**src/rtl/dsp_test_sequencer.sv**
```systemverilog
// Stimulus sequencer for MULTADDSUB36X36 hardware tests.
// Drives LFSR operands into the DUT and folds Z into a signature.
module dsp_test_sequencer #(
  parameter int unsigned NUM_OPS = 256,
  parameter int unsigned LATENCY = 1,
  parameter logic [31:0] SEED    = 32'h1D87_2B41
) (
  input  logic         clk,
  input  logic         rst,
  input  logic         start,
  output logic         busy,
  output logic         done,
  output logic [31:0]  signature,
  output logic         strobe,
  output logic         dut_ce,
  output logic         dut_rst,
  output logic [35:0]  a,
  output logic [35:0]  b,
  output logic [107:0] c,
  input  logic [107:0] z
);

  typedef enum logic [2:0] {
    S_IDLE,
    S_DUTRST,
    S_RUN,
    S_DRAIN,
    S_DONE
  } state_t;

  localparam int VW = (LATENCY > 0) ? int'(LATENCY) : 1;
  localparam logic [15:0] LAST_OP = 16'(NUM_OPS - 1);
  localparam logic [2:0] DRAIN_LAST =
    (LATENCY > 0) ? 3'(LATENCY - 1) : 3'd0;

  state_t        r_state;
  logic [31:0]   r_lfsr;
  logic [15:0]   r_op_cnt;
  logic [2:0]    r_sub;
  logic [VW-1:0] r_vld;

  logic          w_run;
  logic          w_cap;
  logic [31:0]   w_lfsr_nxt;
  logic [31:0]   w_sig_nxt;
  logic [35:0]   w_a;
  logic [35:0]   w_b;

  assign w_run = (r_state == S_RUN);
  assign w_cap = (LATENCY == 0) ? w_run : r_vld[VW-1];

  assign w_lfsr_nxt = (r_lfsr >> 1)
    ^ (r_lfsr[0] ? 32'h8020_0003 : 32'h0);

  assign w_sig_nxt = {signature[30:0], signature[31]}
    ^ z[31:0] ^ z[63:32] ^ z[95:64]
    ^ {20'b0, z[107:96]};

  // Operands exist only while RUN; zero elsewhere.
  assign w_a = {r_lfsr[3:0], r_lfsr};
  assign w_b = {~r_lfsr[31:28], ~r_lfsr};
  assign a = w_run ? w_a : 36'd0;
  assign b = w_run ? w_b : 36'd0;
  assign c = w_run
    ? {w_a, w_b, r_lfsr ^ 32'hA5A5_A5A5, 4'b0000}
    : 108'd0;

  always_ff @(posedge clk) begin
    if (rst) begin
      r_state   <= S_IDLE;
      r_lfsr    <= SEED;
      r_op_cnt  <= 16'd0;
      r_sub     <= 3'd0;
      r_vld     <= '0;
      signature <= 32'hFFFF_FFFF;
      busy      <= 1'b0;
      done      <= 1'b0;
      strobe    <= 1'b0;
      dut_ce    <= 1'b0;
      dut_rst   <= 1'b0;
    end else begin
      r_vld <= (r_vld << 1) | VW'(w_run);
      if (w_cap) signature <= w_sig_nxt;
      unique case (r_state)
        S_IDLE, S_DONE: begin
          if (start) begin
            r_state   <= S_DUTRST;
            r_lfsr    <= SEED;
            r_op_cnt  <= 16'd0;
            r_sub     <= 3'd0;
            signature <= 32'hFFFF_FFFF;
            busy      <= 1'b1;
            done      <= 1'b0;
            strobe    <= 1'b1;
            dut_rst   <= 1'b1;
            dut_ce    <= 1'b0;
          end
        end
        S_DUTRST: begin
          r_sub <= r_sub + 3'd1;
          if (r_sub == 3'd1) begin
            r_state <= S_RUN;
            dut_rst <= 1'b0;
            dut_ce  <= 1'b1;
          end
        end
        S_RUN: begin
          r_lfsr   <= w_lfsr_nxt;
          r_op_cnt <= r_op_cnt + 16'd1;
          if (r_op_cnt == LAST_OP) begin
            strobe <= 1'b0;
            dut_ce <= 1'b0;
            r_sub  <= 3'd0;
            if (LATENCY == 0) begin
              r_state <= S_DONE;
              busy    <= 1'b0;
              done    <= 1'b1;
            end else begin
              r_state <= S_DRAIN;
            end
          end
        end
        S_DRAIN: begin
          r_sub <= r_sub + 3'd1;
          if (r_sub == DRAIN_LAST) begin
            r_state <= S_DONE;
            busy    <= 1'b0;
            done    <= 1'b1;
          end
        end
        default: r_state <= S_IDLE;
      endcase
    end
  end

endmodule

```
**config.mk**
```make
export PLATFORM = sky130hd
export DESIGN_NAME = dsp_test_sequencer
export DESIGN_NICKNAME = d
export VERILOG_FILES = /design/src/rtl/dsp_test_sequencer.sv
export SDC_FILE = /design/constraint.sdc
export NUM_CORES = 1
export LEC_CHECK = 0
export ABC_AREA = 1
export CAP_MARGIN = 25
export CORE_UTILIZATION = 36
export CTS_CLUSTER_SIZE = 24
export DETAILED_ROUTE_END_ITERATION = 7
export PLACE_DENSITY = 0.85
export SYNTH_ARGS = -nofsm -noshare
export SYNTH_HDL_FRONTEND = slang
export SYNTH_SLANG_ARGS = --single-unit
```
**constraint.sdc**
```tcl
create_clock -name clk -period 1.4 [get_ports clk]
set_input_delay 0.28 -clock clk [delete_from_list [all_inputs] [get_ports clk]]
set_output_delay 0.28 -clock clk [all_outputs]
set_load 0.01 [all_outputs]
```
After elaboration in Yosys (flattened, before gate mapping)
Cells that the tools add are included.

operators by class
  add/subtract/negate cells = 2
  equal/unequal tests = 10
  multiplexer cells = 31
  bitwise gates (word level) = 8
  reduce and logical (&&, ||, !) cells = 16

operators by type and width
  cell                                                               count
  32-bit 2-to-1 mux                                                  5
  108-bit 2-to-1 mux                                                 1
  32-bit bitwise XOR                                                 3
  36-bit 2-to-1 mux                                                  2
  32-bit one-hot mux with 2 select lines                             1
  32-bit NOT                                                         1
  16-bit one-hot mux with 2 select lines                             1
  31-bit by 32-bit bitwise XOR with 32-bit output                    1
  32-bit by 12-bit bitwise XOR with 32-bit output                    1
  3-bit 2-to-1 mux                                                   6
  16-bit by 1-bit adder with 16-bit output (second input constant)   1
  16-bit by 8-bit == test with 1-bit output (second input constant)  1
  16-bit 2-to-1 mux                                                  1
  16-bit NOT                                                         1
  3-bit one-hot mux with 4 select lines                              1
  3-bit AND reduction                                                4
  3-bit one-hot mux with 3 select lines                              1
  1-bit one-hot mux with 2 select lines                              4
  4-bit AND reduction                                                2
  1-bit 2-to-1 mux                                                   7
  3-bit by 1-bit == test with 1-bit output (second input constant)   2
  3-bit by 2-bit == test with 1-bit output (second input constant)   2
  3-bit zero test                                                    2
  2-bit != test (second input constant)                              3
  other kinds (9)                                                    13

storage, ports and cells
  bits in registers = 92
  input bits = 111
  output and inout port bits = 217
  logic and storage cells = 78

Depth between registers and ports, before layout
  depth in word-level cells = 7
  depth in mapped cells = 9
  depth with buffers taken out = 9

Worst setup path before layout
No wires, ideal clock.

  kind = register -> output
  start = reg r_state[2]
  end = out b[35]
  arrival = 1.433 ns
  required time = 1.120 ns
  path slack = -0.313 ns
  cell stages (with the launch flop) = 8
  buffers on the path = 4
  cells stage by stage = dfxtp_1 -> nor2_1 -> nand2_1 -> buf_6 -> buf_2 -> buf_2 -> nor2_1 -> buf_4

between the ends
  cells in the longest elaborated chain, start to end = 2

RTL lines
  what                                      line  source
  start: declaration                        36    state_t r_state;
  start signal: assignment                  70    r_state <= S_IDLE;
  start signal: assignment                  87    r_state <= S_DUTRST;
  start signal: assignment                  102   r_state <= S_RUN;
  3-bit by 2-bit == test with 1-bit output  49    assign w_run = (r_state == S_RUN);
  36-bit 2-to-1 mux                         63    assign b = w_run ? w_b : 36'd0;
  end: declaration                          18    output logic [35:0] b,

Every way passes these cells.

Worst setup path in the final report
  start = reg r_state[2]
  end = out a[29]

between the ends
  cells in the longest elaborated chain, start to end = 2

RTL lines
  what                                      line  source
  3-bit by 2-bit == test with 1-bit output  49
  36-bit 2-to-1 mux                         62    assign a = w_run ? w_a : 36'd0;
  end: declaration                          17    output logic [35:0] a,

Every way passes these cells.

==> flow_metrics.tcl <==
set metrics [dict create \
    path_cells "nor2_4 -> nand2_4 -> buf_6 -> clkbuf_16 -> buf_6 -> nor2_4 -> buf_6" \
    diodes 0 \
    syn_inst 822 \
    areaGrowthSynthToFinish_pct 83.3 \
    design.die.area_um2 16800 \
    ys_ff_latch 92 \
    route.detailed.drc 0 \
    yosys.area_share.xor_xnor 0.124 \
    fmax_mhz 520 \
    syn_area_um2 5860 \
    post-dp-hpwl_um 14900 \
    cts_root_buf "clkbuf_16" \
    grt_pass1_vias 6060 \
    fin_skew_ps 7.69 \
    rows 46 \
    crit_family "buffers and inverters" \
    rsz0062_at_grt "yes" \
    drive_above_1_share 0.374 \
    crit_buf_inv 4 \
    crit_type "flip-flop to output pin" \
    detail_route.vias_per_cell 4.74 \
    worstSetupStartpointType "flip-flop" \
    grt.met2_usage 0.443 \
    hold_depth 2 \
    cts_buffer_depth 2 \
    gr-usage-met3 0.0524 \
    setup.worst_path.end_class "output pin" \
    drt-initial-drc-count 306 \
    wl_per_cell_um 15.6 \
    synthArstFlopShare 0 \
    layout.nets 1259 \
    hp-class "flip-flop to flip-flop" \
    die_x_um 130 \
    crit_top_cell "buf_6" \
    antenna_left 0 \
    cp_max_fo 6 \
    ys_seq_area_frac 0.314 \
    crit_required_ps 1120 \
    synth_compound_area_frac 0.108 \
    grt_pass1_wl_um 29200 \
    maxSlewViolCount 0 \
    hold_viol_final 0 \
    synth_top_area_cell "dfxtp_1" \
    arrival_ps 1640 \
    synth-edff-count 0 \
    antenna_found_initial 0 \
    gp_congestion 0.853 \
    grt_start_max_net_pins 33 \
    syn_avg_cell_area_um2 7.13 \
    status "finished, violations left" \
    p_per_area_nw_per_um2 1360 \
    start_util 0.369 \
    violations "setup timing" \
    dr.pass1.iters 5 \
    synth_top_family_by_area "simple AND/OR/NAND/NOR gates" \
    insertion_delay_ps 340 \
    power_uw 14600 \
    cts_max_level 3 \
    ys_warn_count 0 \
    synthSimpleGateAreaFrac 0.226 \
    io_buffer_count 323 \
    clkTransAtPathRegs_ps 70 \
    ys.flop_type "dfxtp_1" \
    track_usage 0.226 \
    max_stage_delay_ps 340 \
    ios 328 \
    power_leakage_uw 0.00474 \
    layout_setup_ws_ps -522 \
    place_area_um2 9360 \
    post-route-cell-area_um2 10700 \
    synth_mux_area_frac 0 \
    drt_wl_total_um 21300 \
    synth_top_area_share 0.314 \
    slowest_stage "dfxtp_2" \
    cts_sinks 92 \
    vias 6473 \
    top_usage_layer "met2" \
    synth-adder-area-share 0.00854 \
    fill_cells 1179 \
    die_h_um 130 \
    core_um2 15900 \
    met1_usage 0.230 \
    synth_area_leaders "dfxtp_1, buf_4, nand2_1" \
    holdBufCountCts 0 \
    cts_buffers 9 \
    cp.depth 7 \
    finalCritPeriodShare 1.37 \
    tritoncts "built" \
    grt-ovfl-total 0 \
    synthDistinctLibCells 36 \
    reg2regPathDepth 10 \
    vdd_drop_max_mv 0.772 \
    setup_viol 221 \
    min_period_ps 1920 \
    cap_violations 0 \
]
==> worst paths after layout <==
check | from | to | slack (ps)
worst min-delay path | strobe$_SDFFE_PP0P_ | strobe$_SDFFE_PP0P_ | 460
worst max register to register | r_state[2]$_SDFFE_PP0P_ | r_lfsr[27]$_SDFFE_PP1P_ | -250
worst max-delay path | r_state[2]$_SDFFE_PP0P_ | a[29] | -520
worst min register to register | strobe$_SDFFE_PP0P_ | strobe$_SDFFE_PP0P_ | 460
==> registers in the layout, indices dropped and copies added, names as in the netlist, 3 cells and up <==
name and cells:
r_state 3, signature 32, r_lfsr 32, r_sub 3
r_op_cnt 16
==> kinds of logic after synthesis <==
family / after synthesis
AO/OA/AOI/OAI: 102
other: 1
AND/OR/NAND/NOR: 323
adder cells (fa/ha/maj): 4
XOR/XNOR: 83
buffers and inverters: 217
flip-flops: 92
==> report_power, final <==
part	switching [uW]	internal [uW]	leakage, uW
Combinational	4360	4410	0.00385
Sequential	354	3050	0.000752
Clock	1060	1390	0.000132
Total	5780	8850	0.00474
==> layout by cell type (no fill, tap or decap), types with 3 or more instances in the layout <==
cell type          n
nor2_4            68
nand3_4            3
buf_12             9
xnor2_1           26
ha_1               3
nand2_4            3
nor3_2             4
nand2_1          132
o21a_1            15
o211ai_1          14
nor2_2             3
clkinvlp_4         3
nand2_2            6
a31oi_1            3
nand3_1           19
buf_4             88
o21ai_1           13
dfxtp_2            6
a211oi_2           4
dlygate4sd2_1      3
clkdlybuf4s50_1  110
nand4_1            7
a21oi_1           15
nor2_1            72
dfxtp_1           85
a211oi_1           8
a21oi_2            5
buf_8              4
clkdlybuf4s15_2   28
buf_6            140
buf_2              9
inv_4              3
conb_1             4
o21ai_0           20
inv_1             68
clkbuf_2          18
dlymetal6s2s_1    37
clkbuf_16         13
xor2_1            57
==> cell usage after synthesis, types with 2 or more instances <==
library cell / n
a211oi_1: 12
a21oi_1: 20
a31oi_1: 3
buf_2: 11
buf_4: 117
buf_6: 2
clkbuf_1: 13
dfxtp_1: 92
ha_1: 4
inv_1: 71
inv_2: 2
nand2_1: 138
nand2_2: 2
nand3_1: 22
nand4_1: 7
nor2_1: 137
nor2_2: 6
nor3_1: 5
o211ai_1: 14
o21a_1: 15
o21ai_0: 33
xnor2_1: 26
xor2_1: 57
==> tightest hold or removal path, delay by kind of cell (launching register included) <==
kind | cells | cell delay, ps
DFF | 1 | 310
AOI/OAI and AO/OA | 1 | 50
and+or+nand+nor | 1 | 60
==> routing by layer <==
| layer | part of all wire | vias to the layer above |
|---|---|---|
| li1 | - | 3117 |
| met1 | 0.36 | 3030 |
| met2 | 0.54 | 293 |
| met3 | 0.072 | 33 |
| met4 | 0.026 | 0 |
| met5 | 0 | - |
==> metrics by stage <==
step                      hold slack, ps  cells  setup slack, ps  setup TNS (ps)   util
after floorplan                      363    825             -130           -6320      -
after global placement               447   1305             -547          -88210  0.589
after detailed placement             457   1305             -536          -89960  0.589
after CTS                            467   1339             -554          -93390  0.623
after global routing                 492   1365             -586          -92910  0.676
final                                457   1365             -522          -79670  0.676
==> cell type report <==
cell class              instances  area [um^2]  share of cell area
multi-input cells             517         3410               0.318
well taps                     216          270              0.0252
repair buffers                451         4630               0.431
flip-flops and latches         92         1850               0.173
clock buffers                  11          233              0.0217
inverters                      73          282              0.0262
clock inverters                 5         61.3             0.00571
==> timing repair <==
item,4_1_cts,5_1_grt
resized for setup,691,268
buffers inserted,16,23
gates cloned,3,5
endpoints found under the setup margin,259,303
pin swaps,13,24
Power figures use the tool's default switching activity.
